**src/rtl/abrckt_autobaud.sv**
```systemverilog
// -----------------------------------------------------------------------------
// abrckt_autobaud
//   Auto-baud measurement block for the UART receive path. When armed by ABAUD
//   it times the 0x55 sync character on the RX line: it counts clock cycles
//   between the start-bit falling edge and the EDGES-th following falling edge
//   (each pair of bit times contains one falling edge), divides by 2*EDGES with
//   round-to-nearest, loads the result into the baud-rate generator, raises the
//   receive interrupt and asks the register file to clear ABAUD.
//
// Parameters
//   CNT_W  width of the measurement counter and of brg_val
//   EDGES  falling edges measured after the start edge (1, 2 or 4)
//
// Ports
//   clk        system clock, rising edge
//   rst        asynchronous active-low reset
//   abaud      auto-baud enable bit from UxMODE
//   uxrx       raw RX pin (asynchronous, idles high)
//   brg_val    measured bit period in clk cycles, rounded
//   brg_ld     1-cycle pulse: BRG loads brg_val
//   uxrxif     1-cycle receive-interrupt pulse on successful measurement
//   abaud_clr  1-cycle pulse: register file clears ABAUD
//   ab_busy    high while in ARM, WAIT_START or MEASURE
//   ab_ovf     1-cycle pulse when the measurement counter saturates
//
// Optional build macro
//   ABRCKT_GLITCH_FILTER_EN  when defined, the synchronised RX line is passed
//                            through a 3-sample majority filter so that
//                            single-cycle glitches produce no edge.
// -----------------------------------------------------------------------------
module abrckt_autobaud #(
    parameter int CNT_W = 16,
    parameter int EDGES = 4
) (
    input  logic             clk,
    input  logic             rst,
    input  logic             abaud,
    input  logic             uxrx,
    output logic [CNT_W-1:0] brg_val,
    output logic             brg_ld,
    output logic             uxrxif,
    output logic             abaud_clr,
    output logic             ab_busy,
    output logic             ab_ovf
);

    localparam int SHIFT = $clog2(2 * EDGES);
    localparam int EW    = (EDGES > 1) ? $clog2(EDGES) : 1;

    typedef enum logic [2:0] {
        IDLE       = 3'd0,
        ARM        = 3'd1,
        WAIT_START = 3'd2,
        MEASURE    = 3'd3,
        DONE       = 3'd4
    } state_t;

    // Round-to-nearest division of the measured span by 2*EDGES. The span is
    // counter+1 and may reach 2^CNT_W, so the arithmetic carries one extra bit.
    function automatic logic [CNT_W-1:0] round_period(input logic [CNT_W-1:0] cnt);
        logic [CNT_W:0] sum;
        sum = {1'b0, cnt} + (CNT_W+1)'(1) + (CNT_W+1)'(EDGES);
        sum = sum >> SHIFT;
        return sum[CNT_W-1:0];
    endfunction

    logic             sync1_q;
    logic             sync2_q;
    logic             rx_prev_q;
    logic             rx_s;
    logic             fall_s;

    state_t           state_q;
    logic [CNT_W-1:0] cnt_q;
    logic [EW-1:0]    edge_q;
    logic [CNT_W-1:0] brg_val_q;
    logic             brg_ld_q;
    logic             uxrxif_q;
    logic             abaud_clr_q;
    logic             ab_busy_q;
    logic             ab_ovf_q;

    // Two-flop synchroniser for the asynchronous RX pin; resets to idle-high.
    always_ff @(posedge clk or negedge rst) begin
        if (!rst) begin
            sync1_q <= 1'b1;
            sync2_q <= 1'b1;
        end else begin
            sync1_q <= uxrx;
            sync2_q <= sync1_q;
        end
    end

`ifdef ABRCKT_GLITCH_FILTER_EN
    logic hist1_q;
    logic hist2_q;

    function automatic logic majority3(input logic a, input logic b, input logic c);
        return (a & b) | (a & c) | (b & c);
    endfunction

    // History of the two previous synchronised samples for the majority vote.
    always_ff @(posedge clk or negedge rst) begin
        if (!rst) begin
            hist1_q <= 1'b1;
            hist2_q <= 1'b1;
        end else begin
            hist1_q <= sync2_q;
            hist2_q <= hist1_q;
        end
    end

    assign rx_s = majority3(sync2_q, hist1_q, hist2_q);
`else
    assign rx_s = sync2_q;
`endif

    // Previous line level, used to detect falling edges only.
    always_ff @(posedge clk or negedge rst) begin
        if (!rst) begin
            rx_prev_q <= 1'b1;
        end else begin
            rx_prev_q <= rx_s;
        end
    end

    assign fall_s = rx_prev_q & ~rx_s;

    // Measurement FSM with registered pulse and status outputs. Pulses are set
    // on the transition into DONE so they are high during the DONE cycle.
    always_ff @(posedge clk or negedge rst) begin
        if (!rst) begin
            state_q     <= IDLE;
            cnt_q       <= '0;
            edge_q      <= '0;
            brg_val_q   <= '0;
            brg_ld_q    <= 1'b0;
            uxrxif_q    <= 1'b0;
            abaud_clr_q <= 1'b0;
            ab_busy_q   <= 1'b0;
            ab_ovf_q    <= 1'b0;
        end else begin
            brg_ld_q    <= 1'b0;
            uxrxif_q    <= 1'b0;
            abaud_clr_q <= 1'b0;
            ab_ovf_q    <= 1'b0;
            case (state_q)
                IDLE: begin
                    if (abaud) begin
                        state_q   <= ARM;
                        ab_busy_q <= 1'b1;
                    end else begin
                        state_q   <= IDLE;
                        ab_busy_q <= 1'b0;
                    end
                end
                ARM: begin
                    cnt_q <= '0;
                    if (!abaud) begin
                        state_q   <= IDLE;
                        ab_busy_q <= 1'b0;
                    end else if (rx_s) begin
                        state_q   <= WAIT_START;
                        ab_busy_q <= 1'b1;
                    end else begin
                        state_q   <= ARM;
                        ab_busy_q <= 1'b1;
                    end
                end
                WAIT_START: begin
                    if (!abaud) begin
                        state_q   <= IDLE;
                        ab_busy_q <= 1'b0;
                    end else if (fall_s) begin
                        state_q   <= MEASURE;
                        cnt_q     <= '0;
                        edge_q    <= '0;
                        ab_busy_q <= 1'b1;
                    end else begin
                        state_q   <= WAIT_START;
                        ab_busy_q <= 1'b1;
                    end
                end
                MEASURE: begin
                    // Abort wins over a simultaneous final edge or overflow.
                    if (!abaud) begin
                        state_q   <= IDLE;
                        ab_busy_q <= 1'b0;
                    end else if (fall_s && (edge_q == EW'(EDGES - 1))) begin
                        state_q     <= DONE;
                        brg_val_q   <= round_period(cnt_q);
                        brg_ld_q    <= 1'b1;
                        uxrxif_q    <= 1'b1;
                        abaud_clr_q <= 1'b1;
                        ab_busy_q   <= 1'b0;
                    end else if (cnt_q == {CNT_W{1'b1}}) begin
                        state_q   <= ARM;
                        ab_ovf_q  <= 1'b1;
                        ab_busy_q <= 1'b1;
                    end else begin
                        state_q   <= MEASURE;
                        cnt_q     <= cnt_q + CNT_W'(1);
                        edge_q    <= edge_q + EW'(fall_s);
                        ab_busy_q <= 1'b1;
                    end
                end
                DONE: begin
                    state_q   <= IDLE;
                    ab_busy_q <= 1'b0;
                end
                default: begin
                    state_q   <= IDLE;
                    ab_busy_q <= 1'b0;
                end
            endcase
        end
    end

    assign brg_val   = brg_val_q;
    assign brg_ld    = brg_ld_q;
    assign uxrxif    = uxrxif_q;
    assign abaud_clr = abaud_clr_q;
    assign ab_busy   = ab_busy_q;
    assign ab_ovf    = ab_ovf_q;

endmodule

```
**config.mk**
```make
export PLATFORM = sky130hd
export DESIGN_NAME = abrckt_autobaud
export DESIGN_NICKNAME = d
export VERILOG_FILES = /design/src/rtl/abrckt_autobaud.sv
export SDC_FILE = /design/constraint.sdc
export NUM_CORES = 1
export LEC_CHECK = 0
export ABC_AREA = 0
export BUFFER_PORTS_ARGS = -buffer_cell sky130_fd_sc_hd__buf_2
export CAP_MARGIN = 25
export CORE_MARGIN = 2
export CORE_UTILIZATION = 45
export DETAILED_ROUTE_END_ITERATION = 10
export PLACE_DENSITY = 0.79
export SYNTH_ARGS = -nofsm -noshare
export SYNTH_HDL_FRONTEND = slang
export SYNTH_SLANG_ARGS = --single-unit
export TNS_END_PERCENT = 10
```
**constraint.sdc**
```tcl
create_clock -name clk -period 2.2 [get_ports clk]
set_clock_uncertainty 0.2 [all_clocks]
set_input_delay 0.55 -clock clk [delete_from_list [all_inputs] [get_ports clk]]
set_output_delay 0.55 -clock clk [all_outputs]
set_load 0.05 [all_outputs]
```
==> metrics, run 1 <==
CTS Buffer Depth=2; # IOs=25; gpl congestion=0.925; Chip Height=73.8 microns; crit path kind=flip-flop to flip-flop; critical path launch point type=flip-flop; post-synthesis cell count=233; CP Data Required Time=2.17 ns; Synth top cells by count=dfrtp_1 (38), nor2_1 (29), a21oi_1 (23), nand2_1 (23), o21ai_1 (13); routing usage on met3=3.98%; CP Data Arrival Time=2.05 ns; Internal=1220 uW; CP dominant cell by count=buf_4; sequential fraction of the synthesis area=47.0%; M2 GR Usage=34.1%; reg2reg end=cnt_q[11]$_DFFE_PN0P_; DP Wirelength=3590 microns; CP Buf/Inv Count=2; Logic pwr share=10.7%; Leak=0.00117 uW; Tot GR Track Use=20.8%; Max IR drop VDD=0.277 mV; Setup crit end kind=flip-flop; DRC Markers=0; P_sw=388 uW; Worst-Skew Late Latency=0.29 ns; total core area=4720 sq um; minimum clock period=2.07 ns; dpl cells=333; post-synthesis adder-cell area fraction=1.14%; Synth area leaders=dfrtp_1 (43%), a21oi_1 (5.3%), nor2_1 (5.0%); final hold slack=0.00230 ns; vias in the first global route=1784; PortBufs=22; CP max stage delay=0.39 ns; drt pass-1 iters=4; Async SR Flop Fraction=100%; CP max stage cell=dfrtp_1; post-synth top area share=43.4%; max cap viols=0; worst reg2reg setup slack=0.13 ns; layout cells sized above 1=26.9%; dpl ws=0.0522 ns; Compound-Gate Fraction of Synth Area=14.2%; antenna violations before repair=0; setup_tns=0 ns; R2R depth=8; ys flop type=dfrtp_1; global-route wire length before repair=8620 microns; Post-synth EDFFs=0; WL per Instance=14.7 microns; Routed Antenna Nets=0; nets=280; Synth Area in Simple Gates=24.4%; crit-path cells=ha_1 -> nand4_4 -> buf_4 -> nor4_4 -> nor2_1 -> buf_4 -> a21oi_1 -> mux2i_1; Design Area, Final=2620 sq um; placed inst area=2490 sq um; Synth Cell Area=2190 sq um; largest family of logic cells by synthesized area=simple AND/OR/NAND/NOR gates; RR Startpoint=cnt_q[1]$_DFFE_PN0P_; Initial Util=46.4%; switching share of power=24.2%; fin crit share=94.3%; drt initial violations=194; average size of a mapped cell=9.40 sq um; synth warn=0; #FFs+latches synth=41; count leader, synth=dfrtp_1; Post-Layout Cell Count=342; Seq pwr share=50.6%; Rows=25; Pwr Density=612 nW/um^2; clock-pin slew of the registers on the worst-case setup and hold paths=0.08 ns; mux contribution to synthesized area=2.97%; via count=1871; Area growth syn-to-layout=19.6%; crit-path leading delay family=simple AND/OR/NAND/NOR gates; Die Area=5440 sq um; largest net degree at the start of global routing=26; Num CTS Buffers=5; drt via density=5.47; final max-slew violation count=0; Die W=73.8 microns; CTS tree=done; Max Clk Rate=0.482 GHz; busiest grt layer=met2; top cell type by total area after synthesis=dfrtp_1; PnR worst setup slack=0.125 ns; Clock Sinks=41; DRT Wirelength=5020 microns; outcome=finished clean; # setup viols final=0; clock power share=38.7%; H-tree Lvls=2; crit-path max FO=7; grt ovf=0; post-synthesis cell type count=48; # diodes=0; routing usage on met1=26.8%; RSZ-0062 raised after global routing=false; hold_buf cts=0; final hold violation count=0; Hold WC Path Type=input port to async pin; Root Buffer=clkbuf_8; xor/xnor cell area share of the yosys netlist=5.60%
[cells by family (layout without fill, tap and decap cells)]
| family | after synthesis | count (layout) |
|---|---|---|
| other cells | 1 | 2 |
| fa+ha+maj | 2 | 2 |
| flops | 41 | 41 |
| mux | 6 | 6 |
| xor+xnor | 14 | 14 |
| buf+inv | 17 | 58 |
| compound gates | 53 | 53 |
| simple gates | 99 | 99 |
[power groups by stage]
| stage | Clock [uW] | Combinational [uW] | Sequential, uW |
|---|---|---|---|
| after floorplan | 0 | 113 | 817 |
| after global placement | 0 | 164 | 824 |
| after detailed placement | 0 | 170 | 825 |
| after CTS | 635 | 172 | 810 |
| after global routing | 688 | 194 | 819 |
| final | 622 | 172 | 812 |
[layout make-up]
cell class | count | area (sq um)
repair buffers | 47 | 310
clock buffers | 7 | 86.3
flip-flops and latches | 41 | 1030
clock inverters | 1 | 30.0
multi-input cells | 176 | 1070
well taps | 67 | 83.8
fillers | 411 | 2100
inverters | 3 | 11.3
[sequential cells by signal, indices dropped and copies added (netlist names)]
register and count:
ab_busy 1, ab_ovf 1, abaud_clr 1, brg_val 14, cnt_q 16, edge_q 2, rx_prev_q 1, rx_s 1
state_q 3, sync1_q 1
[worst max-delay path by stage]
stage / start / end / slack (ns) / depth (start not counted)
floorplan: cnt_q[0]$_DFFE_PN0P_ / cnt_q[9]$_DFFE_PN0P_ / 0.1 / 7
global placement: cnt_q[1]$_DFFE_PN0P_ / cnt_q[9]$_DFFE_PN0P_ / 0.10 / 6
detailed placement: cnt_q[1]$_DFFE_PN0P_ / cnt_q[13]$_DFFE_PN0P_ / 0.05 / 6
CTS: rx_s$_DFF_PN1_ / cnt_q[11]$_DFFE_PN0P_ / 0.10 / 5
global route: cnt_q[1]$_DFFE_PN0P_ / cnt_q[5]$_DFFE_PN0P_ / 0.02 / 7
finish: cnt_q[1]$_DFFE_PN0P_ / cnt_q[11]$_DFFE_PN0P_ / 0.13 / 8
[cell usage in the layout, fill, tap and decap left out, types with 4 or more instances in the layout]
master | netlist | final
clkbuf_8 | 0 | 6
xnor2_1 | 10 | 10
dfrtp_1 | 38 | 38
nor2_1 | 29 | 29
mux2_2 | 4 | 4
o21ai_1 | 13 | 13
nand3_1 | 10 | 10
buf_2 | 6 | 22
nand2_1 | 23 | 23
buf_4 | 5 | 24
nor3_1 | 10 | 10
a21oi_1 | 23 | 23
or3_1 | 4 | 4
xor2_1 | 4 | 4
o21ai_0 | 4 | 4
[repair_timing]
item | CTS | global route
endpoints found under the setup margin | 1 | 3
gates resized for setup | 1 | 0
buffers inserted | 0 | 1
[per-stage QoR]
stage,util [%],power (uW)
2_1_floorplan,-,930
5_1_grt,55.5,1700
3_3_place_gp,52.8,988
4_1_cts,55.3,1620
6_report,55.5,1610
3_5_place_dp,52.8,995
[per-layer routing]
layer	routed length, microns	part of all wire [%]
met1	2180	43
met2	2480	49
met3	266	5.3
met4	89	1.8
met5	0	0
Note: power is estimated with default switching activity, not from simulation.
==> run 2, diff against run 1 <==
--- a/config.mk
+++ b/config.mk
@@ -8,10 +8,13 @@
 export ABC_AREA = 0
 export BUFFER_PORTS_ARGS = -buffer_cell sky130_fd_sc_hd__buf_2
 export CAP_MARGIN = 25
+export CELL_PAD_IN_SITES_DETAIL_PLACEMENT = 1
+export CELL_PAD_IN_SITES_GLOBAL_PLACEMENT = 1
 export CORE_MARGIN = 2
-export CORE_UTILIZATION = 45
+export CORE_UTILIZATION = 40
 export DETAILED_ROUTE_END_ITERATION = 10
-export PLACE_DENSITY = 0.79
+export PLACE_DENSITY = 0.87
+export SLEW_MARGIN = 20
 export SYNTH_ARGS = -nofsm -noshare
 export SYNTH_HDL_FRONTEND = slang
 export SYNTH_SLANG_ARGS = --single-unit
==> metrics, run 2 (same netlist as run 1, synthesis figures left out) <==
Die W=78.0 microns; R2R depth=6; antenna violations before repair=0; # diodes=0; RR Startpoint=cnt_q[0]$_DFFE_PN0P_; CP max stage delay=0.64 ns; via count=1940; Logic pwr share=10.4%; clock-pin slew of the registers on the worst-case setup and hold paths=0.09 ns; fin crit share=95.9%; Max IR drop VDD=0.254 mV; Setup crit end kind=flip-flop; nets=282; CTS Buffer Depth=2; Initial Util=42.1%; DP Wirelength=4210 microns; Hold WC Path Type=input port to async pin; final max-slew violation count=0; RSZ-0062 raised after global routing=false; drt pass-1 iters=4; CP Data Required Time=2.20 ns; largest net degree at the start of global routing=26; Seq pwr share=46.7%; DRC Markers=0; Die Area=6080 sq um; vias in the first global route=2102; # fillers=621; Rows=26; layout cells sized above 1=28.5%; Leak=0.00120 uW; grt ovf=0; gpl congestion=0.877; max FFs per register=16; Pwr Density=651 nW/um^2; Internal=1310 uW; switching share of power=25.0%; CP max stage cell=or4_4; H-tree Lvls=2; P_sw=435 uW; post-CTS setup buffer count=0; clock power share=42.9%; reg2reg end=cnt_q[9]$_DFFE_PN0P_; Worst Max-Slew Pin Slew=0.537 ns; Reg area=1030 sq um; multi-input logic area=1080 sq um; CTS tree=done; max cap viols=0; max_slew headroom=64.2%; outcome=finished clean; crit-path cells=ha_1 -> nand4_4 -> or4_4 -> a41oi_2 -> o21ai_1 -> o41ai_2; Max Clk Rate=0.474 GHz; critical path launch point type=flip-flop; Area growth syn-to-layout=22.1%; total core area=5200 sq um; PortBufs=22; Routed Antenna Nets=0; crit path kind=flip-flop to flip-flop; # IOs=25; drt via density=5.59; global-route wire length before repair=10700 microns; most common cell after layout, fill and taps aside=dfrtp_1; DRT Wirelength=6230 microns; Chip Height=78.0 microns; Worst-Skew Late Latency=0.30 ns; Tot GR Track Use=22.9%; Num CTS Buffers=5; Most flops, register=cnt_q; drt initial violations=162; worst reg2reg setup slack=0.09 ns; # setup viols final=0; CP Data Arrival Time=2.11 ns; Final Core Density=51.4%; minimum clock period=2.11 ns; commonest cells after routing, fill and taps aside=dfrtp_1 (38), nor2_1 (28), buf_4 (25); dpl ws=-0.0431 ns; crit-path max FO=10; WL per Instance=18.0 microns; PnR worst setup slack=0.0913 ns; Root Buffer=clkbuf_8; final hold violation count=0; Clock Sinks=41
## run 2: stage by stage
step                hold WS, ns  TNS (ns)  instances  total power, uW  instance area (sq um)
global route             0.0480         0        347             1820                   2680
CTS                      0.0343         0        347             1760                   2660
finish                   0.0194         0        347             1740                   2680
floorplan                0.0544         0        234              930                   2190
detailed placement        0.151   -0.0431        339             1000                   2520
global placement          0.145         0        339              988                   2520
## run 2: metal layers
layer  up-vias  wire (microns)  GRT usage, %
met5         -               0             0
met4         0             106          8.60
met3         9             203          3.60
met2        45            3350          42.1
met1       973            2570          26.7
li1        913               -             -
## run 2: what timing repair did
action	CTS	global route
endpoints found under the setup margin	3	11
hold endpoints to repair	0	0
pin swaps	0	0
hold buffers	0	0
gates resized for setup	1	3
## run 2: critical path, delay by kind of cell (launching register included)
kind | cells | cell delay (ns)
DFF | 1 | 0.38
adders and majority gates | 1 | 0.22
AOI/OAI and AO/OA | 3 | 0.42
and+or+nand+nor | 2 | 0.78
## run 2: layout make-up
class	count	share of cell area [%]
multi-input cells	176	40.4
flip-flops and latches	41	38.5
repair buffers	49	12.3
well taps	70	3.27
clock buffers	5	2.57
clock inverters	3	2.57
inverters	3	0.421
## run 2: power by group through the flow
stage	logic (uW)	clock network, uW	registers, uW
after global placement	165	0	823
after detailed placement	174	0	826
after CTS	180	763	813
final	181	746	814
after floorplan	113	0	817
after global routing	199	799	819
## run 2: worst max-delay path by stage
stage | start | end | slack [ns]
after floorplan | cnt_q[0]$_DFFE_PN0P_ | cnt_q[9]$_DFFE_PN0P_ | 0.1
after global placement | abaud | cnt_q[13]$_DFFE_PN0P_ | 0.07
after detailed placement | cnt_q[1]$_DFFE_PN0P_ | cnt_q[13]$_DFFE_PN0P_ | -0.04
after CTS | state_q[2]$_DFF_PN0_ | cnt_q[13]$_DFFE_PN0P_ | 0.04
after global routing | rx_s$_DFF_PN1_ | cnt_q[9]$_DFFE_PN0P_ | 0.03
final | cnt_q[0]$_DFFE_PN0P_ | cnt_q[9]$_DFFE_PN0P_ | 0.09
